<file path="src/rtl/bifrost_pkg.sv">
// bifrost_pkg: shared constants for the Bifrost I/O window responder.
//   Register offsets (addr[2:0]), CTRL/STATUS bit indices, default ID value.
package bifrost_pkg;

  localparam logic [2:0] REG_CTRL      = 3'd0;
  localparam logic [2:0] REG_STATUS    = 3'd1;
  localparam logic [2:0] REG_RELOAD_LO = 3'd2;
  localparam logic [2:0] REG_RELOAD_HI = 3'd3;
  localparam logic [2:0] REG_COUNT_LO  = 3'd4;
  localparam logic [2:0] REG_COUNT_HI  = 3'd5;
  localparam logic [2:0] REG_SCRATCH   = 3'd6;
  localparam logic [2:0] REG_ID        = 3'd7;

  localparam int CTRL_EN        = 0;
  localparam int CTRL_ONESHOT   = 1;
  localparam int CTRL_IRQEN     = 7;
  localparam int STATUS_EXPIRED = 0;

  localparam logic [7:0] ID_DEFAULT = 8'hB1;

endpackage

</file>
<file path="src/rtl/bifrost_timer.sv">
// bifrost_timer: prescaler + 16-bit down-counter with reload on underflow.
//   clock, reset : clock, async active-high reset
//   en           : run enable; 0 freezes prescaler and counter
//   load         : load counter from load_val and restart prescaler (beats tick)
//   load_val     : value taken on load
//   reload       : value taken on underflow
//   count        : current counter value
//   underflow    : 1-cycle pulse, tick seen while counter == 0 (not on a load cycle)
module bifrost_timer
  import bifrost_pkg::*;
#(
  parameter int PRESCALE = 1
) (
  input  logic        clock,
  input  logic        reset,
  input  logic        en,
  input  logic        load,
  input  logic [15:0] load_val,
  input  logic [15:0] reload,
  output logic [15:0] count,
  output logic        underflow
);

  logic [7:0]  r_pre;
  logic [15:0] r_cnt;
  logic        w_tick;

  // Prescaler runs 0..PRESCALE-1; the wrap is the tick.
  assign w_tick    = en && (r_pre == 8'(PRESCALE - 1));
  assign underflow = w_tick && (r_cnt == 16'h0000) && !load;
  assign count     = r_cnt;

  always_ff @(posedge clock or posedge reset) begin
    if (reset) begin
      r_pre <= 8'h00;
      r_cnt <= 16'h0000;
    end else if (load) begin
      r_cnt <= load_val;
      r_pre <= 8'h00;
    end else if (en) begin
      r_pre <= w_tick ? 8'h00 : r_pre + 8'h01;
      if (w_tick)
        r_cnt <= (r_cnt == 16'h0000) ? reload : r_cnt - 16'h0001;
    end
  end

endmodule

</file>
<file path="src/rtl/bifrost_regs.sv">
// bifrost_regs: 6502 bus responder for the Bifrost I/O window.
//   Timer (bifrost_timer) with IRQ, scratch register and ID register.
//   clock, reset : clock, async active-high reset
//   cs           : chip select, active low
//   rw           : 1 = read, 0 = write
//   addr         : register offset, addr[3] ignored (8..15 mirror 0..7)
//   data_in      : write data
//   data_out     : read data, 0 when not driving
//   data_oe      : bus drive enable (selected read)
//   irq_n        : active-low level interrupt, EXPIRED & IRQEN
// Optional build macro BIFROST_SNAPSHOT_EN: a COUNT_LO read latches
//   counter[15:8] so the following COUNT_HI read is tear-free.
module bifrost_regs
  import bifrost_pkg::*;
#(
  parameter int         PRESCALE = 1,
  parameter logic [7:0] ID_VALUE = ID_DEFAULT
) (
  input  logic       clock,
  input  logic       reset,
  input  logic       cs,
  input  logic       rw,
  input  logic [3:0] addr,
  input  logic [7:0] data_in,
  output logic [7:0] data_out,
  output logic       data_oe,
  output logic       irq_n
);

  logic       r_en, r_oneshot, r_irqen, r_expired;
  logic [7:0] r_reload_lo, r_reload_hi, r_scratch;

  logic        w_wr, w_rd;
  logic [2:0]  w_sel;
  logic        w_load, w_underflow;
  logic [15:0] w_count;
  logic [7:0]  w_count_hi;
  logic [7:0]  w_rdata;
  logic        w_unused;

  assign w_sel    = addr[2:0];
  assign w_unused = addr[3];
  assign w_wr     = !cs && !rw;
  assign w_rd     = !cs && rw;
  assign w_load   = w_wr && (w_sel == REG_RELOAD_HI);

  bifrost_timer #(.PRESCALE(PRESCALE)) u_timer (
    .clock     (clock),
    .reset     (reset),
    .en        (r_en),
    .load      (w_load),
    .load_val  ({data_in, r_reload_lo}),
    .reload    ({r_reload_hi, r_reload_lo}),
    .count     (w_count),
    .underflow (w_underflow)
  );

  always_ff @(posedge clock or posedge reset) begin
    if (reset) begin
      r_en        <= 1'b0;
      r_oneshot   <= 1'b0;
      r_irqen     <= 1'b0;
      r_expired   <= 1'b0;
      r_reload_lo <= 8'h00;
      r_reload_hi <= 8'h00;
      r_scratch   <= 8'h00;
    end else begin
      // A CTRL write overrides the one-shot auto-stop in the same cycle.
      if (w_wr && w_sel == REG_CTRL) begin
        r_en      <= data_in[CTRL_EN];
        r_oneshot <= data_in[CTRL_ONESHOT];
        r_irqen   <= data_in[CTRL_IRQEN];
      end else if (w_underflow && r_oneshot) begin
        r_en <= 1'b0;
      end
      // Underflow beats a write-1-to-clear landing on the same edge.
      if (w_underflow)
        r_expired <= 1'b1;
      else if (w_wr && w_sel == REG_STATUS && data_in[STATUS_EXPIRED])
        r_expired <= 1'b0;
      if (w_wr && w_sel == REG_RELOAD_LO) r_reload_lo <= data_in;
      if (w_wr && w_sel == REG_RELOAD_HI) r_reload_hi <= data_in;
      if (w_wr && w_sel == REG_SCRATCH)   r_scratch   <= data_in;
    end
  end

`ifdef BIFROST_SNAPSHOT_EN
  logic [7:0] r_snap;
  always_ff @(posedge clock or posedge reset) begin
    if (reset)
      r_snap <= 8'h00;
    else if (w_rd && w_sel == REG_COUNT_LO)
      r_snap <= w_count[15:8];
  end
  assign w_count_hi = r_snap;
`else
  assign w_count_hi = w_count[15:8];
`endif

  always_comb begin
    w_rdata = 8'h00;
    case (w_sel)
      REG_CTRL:      w_rdata = {r_irqen, 5'b00000, r_oneshot, r_en};
      REG_STATUS:    w_rdata = {7'b0000000, r_expired};
      REG_RELOAD_LO: w_rdata = r_reload_lo;
      REG_RELOAD_HI: w_rdata = r_reload_hi;
      REG_COUNT_LO:  w_rdata = w_count[7:0];
      REG_COUNT_HI:  w_rdata = w_count_hi;
      REG_SCRATCH:   w_rdata = r_scratch;
      REG_ID:        w_rdata = ID_VALUE;
      default:       w_rdata = 8'h00;
    endcase
  end

  assign data_oe  = w_rd;
  assign data_out = w_rd ? w_rdata : 8'h00;
  assign irq_n    = !(r_expired && r_irqen);

endmodule
</file>
<file path="config.mk">
export PLATFORM = sky130hd
export DESIGN_NAME = bifrost_regs
export DESIGN_NICKNAME = d
export VERILOG_FILES = /design/src/rtl/bifrost_pkg.sv /design/src/rtl/bifrost_timer.sv /design/src/rtl/bifrost_regs.sv
export SDC_FILE = /design/constraint.sdc
export NUM_CORES = 1
export LEC_CHECK = 0
export CAP_MARGIN = 20
export CORE_ASPECT_RATIO = 0.75
export CORE_MARGIN = 5
export CORE_UTILIZATION = 55
export DETAILED_ROUTE_END_ITERATION = 8
export GPL_ROUTABILITY_DRIVEN = 0
export MAX_ROUTING_LAYER = met4
export PLACE_DENSITY_LB_ADDON = 0.2
export SYNTH_ARGS = -nofsm -noshare
export SYNTH_HDL_FRONTEND = slang
export SYNTH_SLANG_ARGS = --single-unit
</file>
<file path="constraint.sdc">
create_clock -name clock -period 2.8 [get_ports clock]
set_clock_uncertainty 0.1 [all_clocks]
set_input_delay 0.42 -clock clock [delete_from_list [all_inputs] [get_ports clock]]
set_output_delay 0.42 -clock clock [all_outputs]
set_load 0.005 [all_outputs]
</file>
==> results of run 1 <==
==> area by class of cell <==
type | instances | area (um^2)
inverter | 13 | 48.8
clock inverter | 3 | 27.5
timing repair buffer | 52 | 503
clock buffer | 5 | 68.8
multi-input combinational | 261 | 1760
tap | 78 | 97.6
fill | 476 | 1900
sequential | 52 | 1300
==> worst max path at each step <==
stage,from,endpoint,cells after the start,slack [ns]
after global routing,addr[1],data_out[5],6,0.03
after detailed placement,addr[2],data_out[0],8,-0.07
after global placement,addr[2],data_out[0],8,-0.03
after CTS,addr[0],data_out[2],9,0.003
after floorplan,u_timer.count[0],u_timer.count[0],8,0.65
final,addr[1],data_out[7],6,0.12
==> worst max-delay path, stage by stage <==
cell,delay [ns]
clkdlybuf4s50_1,0.58
nor2b_1,0.14
a221oi_1,0.34
a21oi_1,0.08
nor2_1,0.09
clkdlybuf4s50_1,0.50
==> layer usage <==
layer,routed length (um),track usage (%),vias up
met5,0,-,-
met4,99,7.07,0
met3,566,3.93,11
met2,3960,38.0,116
met1,4140,34.9,1489
li1,-,-,1350
==> placed cells by master (no fill, tap or decap), types with 9 or more instances in the layout <==
cell             count
a21oi_1             14
buf_4               24
clkdlybuf4s50_1     19
dfrtp_1             52
inv_1               12
mux2_2              23
nand2_1             44
nand3_1              9
nor2_1              33
o21ai_0             21
==> metrics by stage <==
step	hold WS [ns]	cell area, um^2
2_1_floorplan	0.344	3180
3_3_place_gp	0.389	3650
3_5_place_dp	0.385	3650
4_1_cts	0.340	3750
5_1_grt	0.362	3800
6_report	0.331	3800
==> sequential cells by signal (all words and copies together) (netlist names) <==
signal	cells
r_en	1
r_expired	1
r_oneshot	1
r_scratch	8
u_timer.count	16
r_reload_lo	8
u_timer.r_pre	8
r_irqen	1
r_reload_hi	8
==> power by group through the flow <==
stage | clock [mW] | sequential (mW) | combinational, mW
after floorplan | 0 | 1.10 | 0.624
after global placement | 0 | 1.19 | 0.764
after detailed placement | 0 | 1.20 | 0.790
after CTS | 0.469 | 1.19 | 0.789
after global routing | 0.501 | 1.23 | 0.904
final | 0.460 | 1.21 | 0.810
==> repair_timing <==
item | 4_1_cts | 5_1_grt
pin swaps | 4 | 0
gates resized for setup | 4 | 5
gates cloned | 0 | 1
buffers inserted | 1 | 1
endpoints found under the setup margin | 5 | 4
==> logic make-up after synthesis <==
logic type / Yosys count
adder cells (fa/ha/maj): 4
buffers and inverters: 33
multiplexers: 28
AND/OR/NAND/NOR: 136
flip-flops: 52
XOR/XNOR: 4
AO/OA/AOI/OAI: 89
==> results.toml, run 1 <==
[status]
status = "completed"

[worst_setup_path]
r2r_cells = 8
cp.arrival_ns = 2.16
path_max_fanout = 5
cp.required_ns = 2.28
startpoint_type = "input pin"
worstSetupEndpointType = "output pin"
reg2reg_from = "u_timer.count[0]"
reg2reg_slack_ns = 0.37
critPathKind = "in2out"
r2r-end = "u_timer.count[8]"

[power]
power_density_nw_per_um2 = 651
clockPowerShare_pct = 18.6
switching_share_pct = 38.4
fin_total_pwr_mw = 2.48
p_comb_share_pct = 32.7
p_int_mw = 1.52
p_sw_uw = 952
pwr-share-seq_pct = 48.7
ir_worst_vdd_mv = 0.398
power.leakage_nw = 1.65

[yosys]
synthTopCellsByArea = "dfrtp_1 (41%), mux2_2 (8.1%), nand2_1 (5.2%)"
post_synth_instance_area_um2 = 3180
ys.flop_type = "dfrtp_1"
synth-xor-area-share_pct = 1.10
synth.distinct_cells = 63
synth-edff-count = 0
ys_seq_area_share_pct = 40.9
syn_nets = 366
synth_simple_gate_area_share_pct = 22.8
yosysMostFrequentCell = "dfrtp_1"
yosysTopAreaCell = "dfrtp_1"
synth-adder-area-share_pct = 1.57
synthArstFlopShare_pct = 100
synth_top_family_by_area = "simple AND/OR/NAND/NOR gates"
syn_area_per_cell_um2 = 9.20
synth_top_area_share_pct = 40.9
synthMuxAreaShare_pct = 9.71
synth-seq-cells = 52
ys_top_cells_by_count = "dfrtp_1 (52), nand2_1 (44), nor2_1 (34)"
synthCells = 346
yosys_warnings = 0
synth_compound_area_share_pct = 19.4

[route]
via_count = 2966
vias_per_cell = 6.39
firstDrtPassIters = 5
detail-route-antenna-nets = 0
wl_per_cell_um = 18.9
drc = 0
routed_wl_um = 8760
drtIter0Drc = 365

[floorplan]
num_io_pins = 26
initial_core_util_pct = 55.8
core_um2 = 5710
row_count = 24
die_y_um = 75.9
die_x_um = 97.8
die_area_um2 = 7420

[placed_design]
dp.cells = 453
dpl_worst_slack_ns = -0.0702
hpwlAfterDp_um = 6310
io_buffer_count = 24

[clock_network]
cts_hold_buf = 0
cts_buffers = 5
cts_tree = "built"
clock_sinks = 52
cts_root_buf = "clkbuf_8"
h-tree-depth = 2
clock_latency_ns = 0.32
cts.clk_slew.worst_paths_ns = 0.11
clock_path_buffers = 2

[final_layout]
syn_to_final_growth_pct = 19.5
antennaDiodeCount = 0
layout.nets = 405
fin_util_pct = 66.7
final_cells = 464
final_layout_size_suffix_gt1_share_pct = 20.2

[job]
cap_violations = 0

[timing]
setup_viol = 0
slew_headroom_pct = 64.0
finalMaxSlewViolations = 0
fin_crit_ns = 2.68
period_share_pct = 95.7
tightest_slew_ns = 0.537
fmax_mhz = 373
timing.final.ws_setup_ns = 0.120
hold_viol = 0
fin_tns_setup_ns = 0
rsz0062_at_grt = "false"

[grt]
grt_pass1_wl_um = 14200
overflow = 0
grtUsageTotal_pct = 24.9
grt_pass1_vias = 2719
grt_antenna_before_repair = 0
grt_max_degree = 32

[min_path]
min_path_type = "in2async"
Power figures use the tool's default switching activity.
==> run 2: changes to the inputs <==
Settings changed: GPL_TIMING_DRIVEN from default to 0.
==> results.toml, run 2 (synthesis gave the netlist of run 1 again) <==
[timing]
finalMaxSlewViolations = 0
fmax_mhz = 380
rsz0062_at_grt = "false"
hold_viol = 0
fin_crit_ns = 2.63
tightest_slew_ns = 0.866
timing.final.ws_setup_ns = 0.169
setup_viol = 0
period_share_pct = 94.0
timing.hold.ws_ns = 0.303
slew_headroom_pct = 42.0

[route]
vias_per_cell = 6.30
drc = 0
via_count = 2892
wl_per_cell_um = 19.0
drtIter0Drc = 314
wl_met3_um = 739
detail-route-antenna-nets = 0
top_layer = "met4"
routed_wl_um = 8740
met2_wirelength_um = 3900
firstDrtPassIters = 5
wl_met1_um = 3940

[floorplan]
die_x_um = 97.8
num_io_pins = 26
die_y_um = 75.9
die_area_um2 = 7420
core_um2 = 5710
initial_core_util_pct = 55.8
row_count = 24

[power]
power.leakage_nw = 1.56
ir_worst_vdd_mv = 0.351
fin_total_pwr_mw = 2.53
power_density_nw_per_um2 = 684

[worst_setup_path]
max_stage_delay_ns = 0.51
crit_path_cell_trace = "dlygate4sd2_1 -> clkbuf_8 -> buf_4 -> nor2b_2 -> a22o_1 -> a32oi_1 -> a21oi_1 -> clkdlybuf4s50_1"
crit_slowest_cell = "clkdlybuf4s50_1"
startpoint_type = "input pin"
path_max_fanout = 8
worstSetupEndpointType = "output pin"
cp.required_ns = 2.28
critPathKind = "in2out"
cp.arrival_ns = 2.11

[final_layout]
largest_register_ffs = 16
fillers = 483
syn_to_final_growth_pct = 16.2
final_common_cell = "dfrtp_1"
seq_area_um2 = 1300
layout.nets = 400
antennaDiodeCount = 0
final_layout_size_suffix_gt1_share_pct = 17.1
final_cell_mix = "dfrtp_1 (52), nand2_1 (44), nor2_1 (33)"
multiInputGateArea_um2 = 1760

[grt]
overflow = 0
grt_pass1_vias = 2678
grt_max_degree = 37
grt_antenna_before_repair = 0
grtUsageTotal_pct = 25.7
grt_pass1_wl_um = 14400

[clock_network]
clock_path_buffers = 2
clock_latency_ns = 0.31
h-tree-depth = 2
cts_tree = "built"
clock_sinks = 52
cts.clk_slew.worst_paths_ns = 0.10
cts_root_buf = "clkbuf_8"
cts_buffers = 5

[job]
cap_violations = 0

[min_path]
min_path_type = "in2async"

[placed_design]
io_buffer_count = 23
hpwlAfterDp_um = 6390
dpl_worst_slack_ns = -0.521

[status]
status = "completed"
[run 2: changes by cell type in the layout (fill, tap and decap cells not counted), sizes merged]
| cell | delta |
|---|---|
| clkbuf | +12 |
| clkdlybuf4s50 | +2 |
| bufinv | +1 |
| buf | -15 |
| dlygate4sd2 | -3 |
| dlymetal6s2s | -1 |
| clkinv | -1 |
[run 2: power by group]
group          internal (mW)  total, mW  switching [mW]  leakage [nW]
Clock                  0.270      0.533           0.263        0.0548
Combinational          0.392      0.834           0.442         0.855
Sequential             0.933       1.16           0.228         0.649
Total                   1.59       2.53           0.934          1.56
[run 2: worst paths after layout]
check / startpoint / depth (start not counted) / to / slack [ns]
worst min register to register: u_timer.r_pre[7] / 1 / u_timer.r_pre[7] / 0.40
worst max-delay path: addr[0] / 8 / data_out[1] / 0.17
worst max register to register: u_timer.count[0] / 8 / u_timer.count[0] / 0.25
max in group asynchronous: reset / 3 / r_reload_hi[0] / 1.76
worst min-delay path: reset / 2 / u_timer.r_pre[1] / 0.30
min in group clock: u_timer.r_pre[7] / 1 / u_timer.r_pre[7] / 0.40
[run 2: worst max-delay path: cells and delay by family]
| kind | cells | cell delay, ns |
|---|---|---|
| AOI/OAI and AO/OA | 3 | 0.40 |
| and+or+nand+nor | 1 | 0.19 |
| buffers and inverters | 4 | 1.09 |
[run 2: metal layers]
layer / vias to the layer above / track usage, %
met1: 1411 / 36.0
met3: 14 / 4.39
met4: 0 / 9.22
met2: 122 / 38.1
met5: - / -
li1: 1345 / -
[run 2: stage by stage]
stage	cells	util [%]	cell area, um^2	setup TNS (ns)
6_report	459	64.8	3700	0
5_1_grt	459	64.8	3700	0
4_1_cts	456	64.5	3680	0
3_5_place_dp	448	61.9	3530	-3.55
3_3_place_gp	447	61.5	3510	-3.50
2_1_floorplan	346	-	3180	0
[run 2: layout make-up]
class,instances,area share [%]
clock buffers,5,1.86
inverters,13,1.32
clock inverters,3,1.25
plain buffers,19,2.84
flip-flops and latches,52,35.2
well taps,78,2.64
repair buffers,28,7.41
multi-input cells,261,47.5
[run 2: what timing repair did]
action | in CTS | in global routing
resized for setup | 13 | 3
pin swaps | 1 | 0
setup buffers | 1 | 3
hold buffers | 0 | 0
cloned | 0 | 0
setup endpoints to repair | 8 | 8
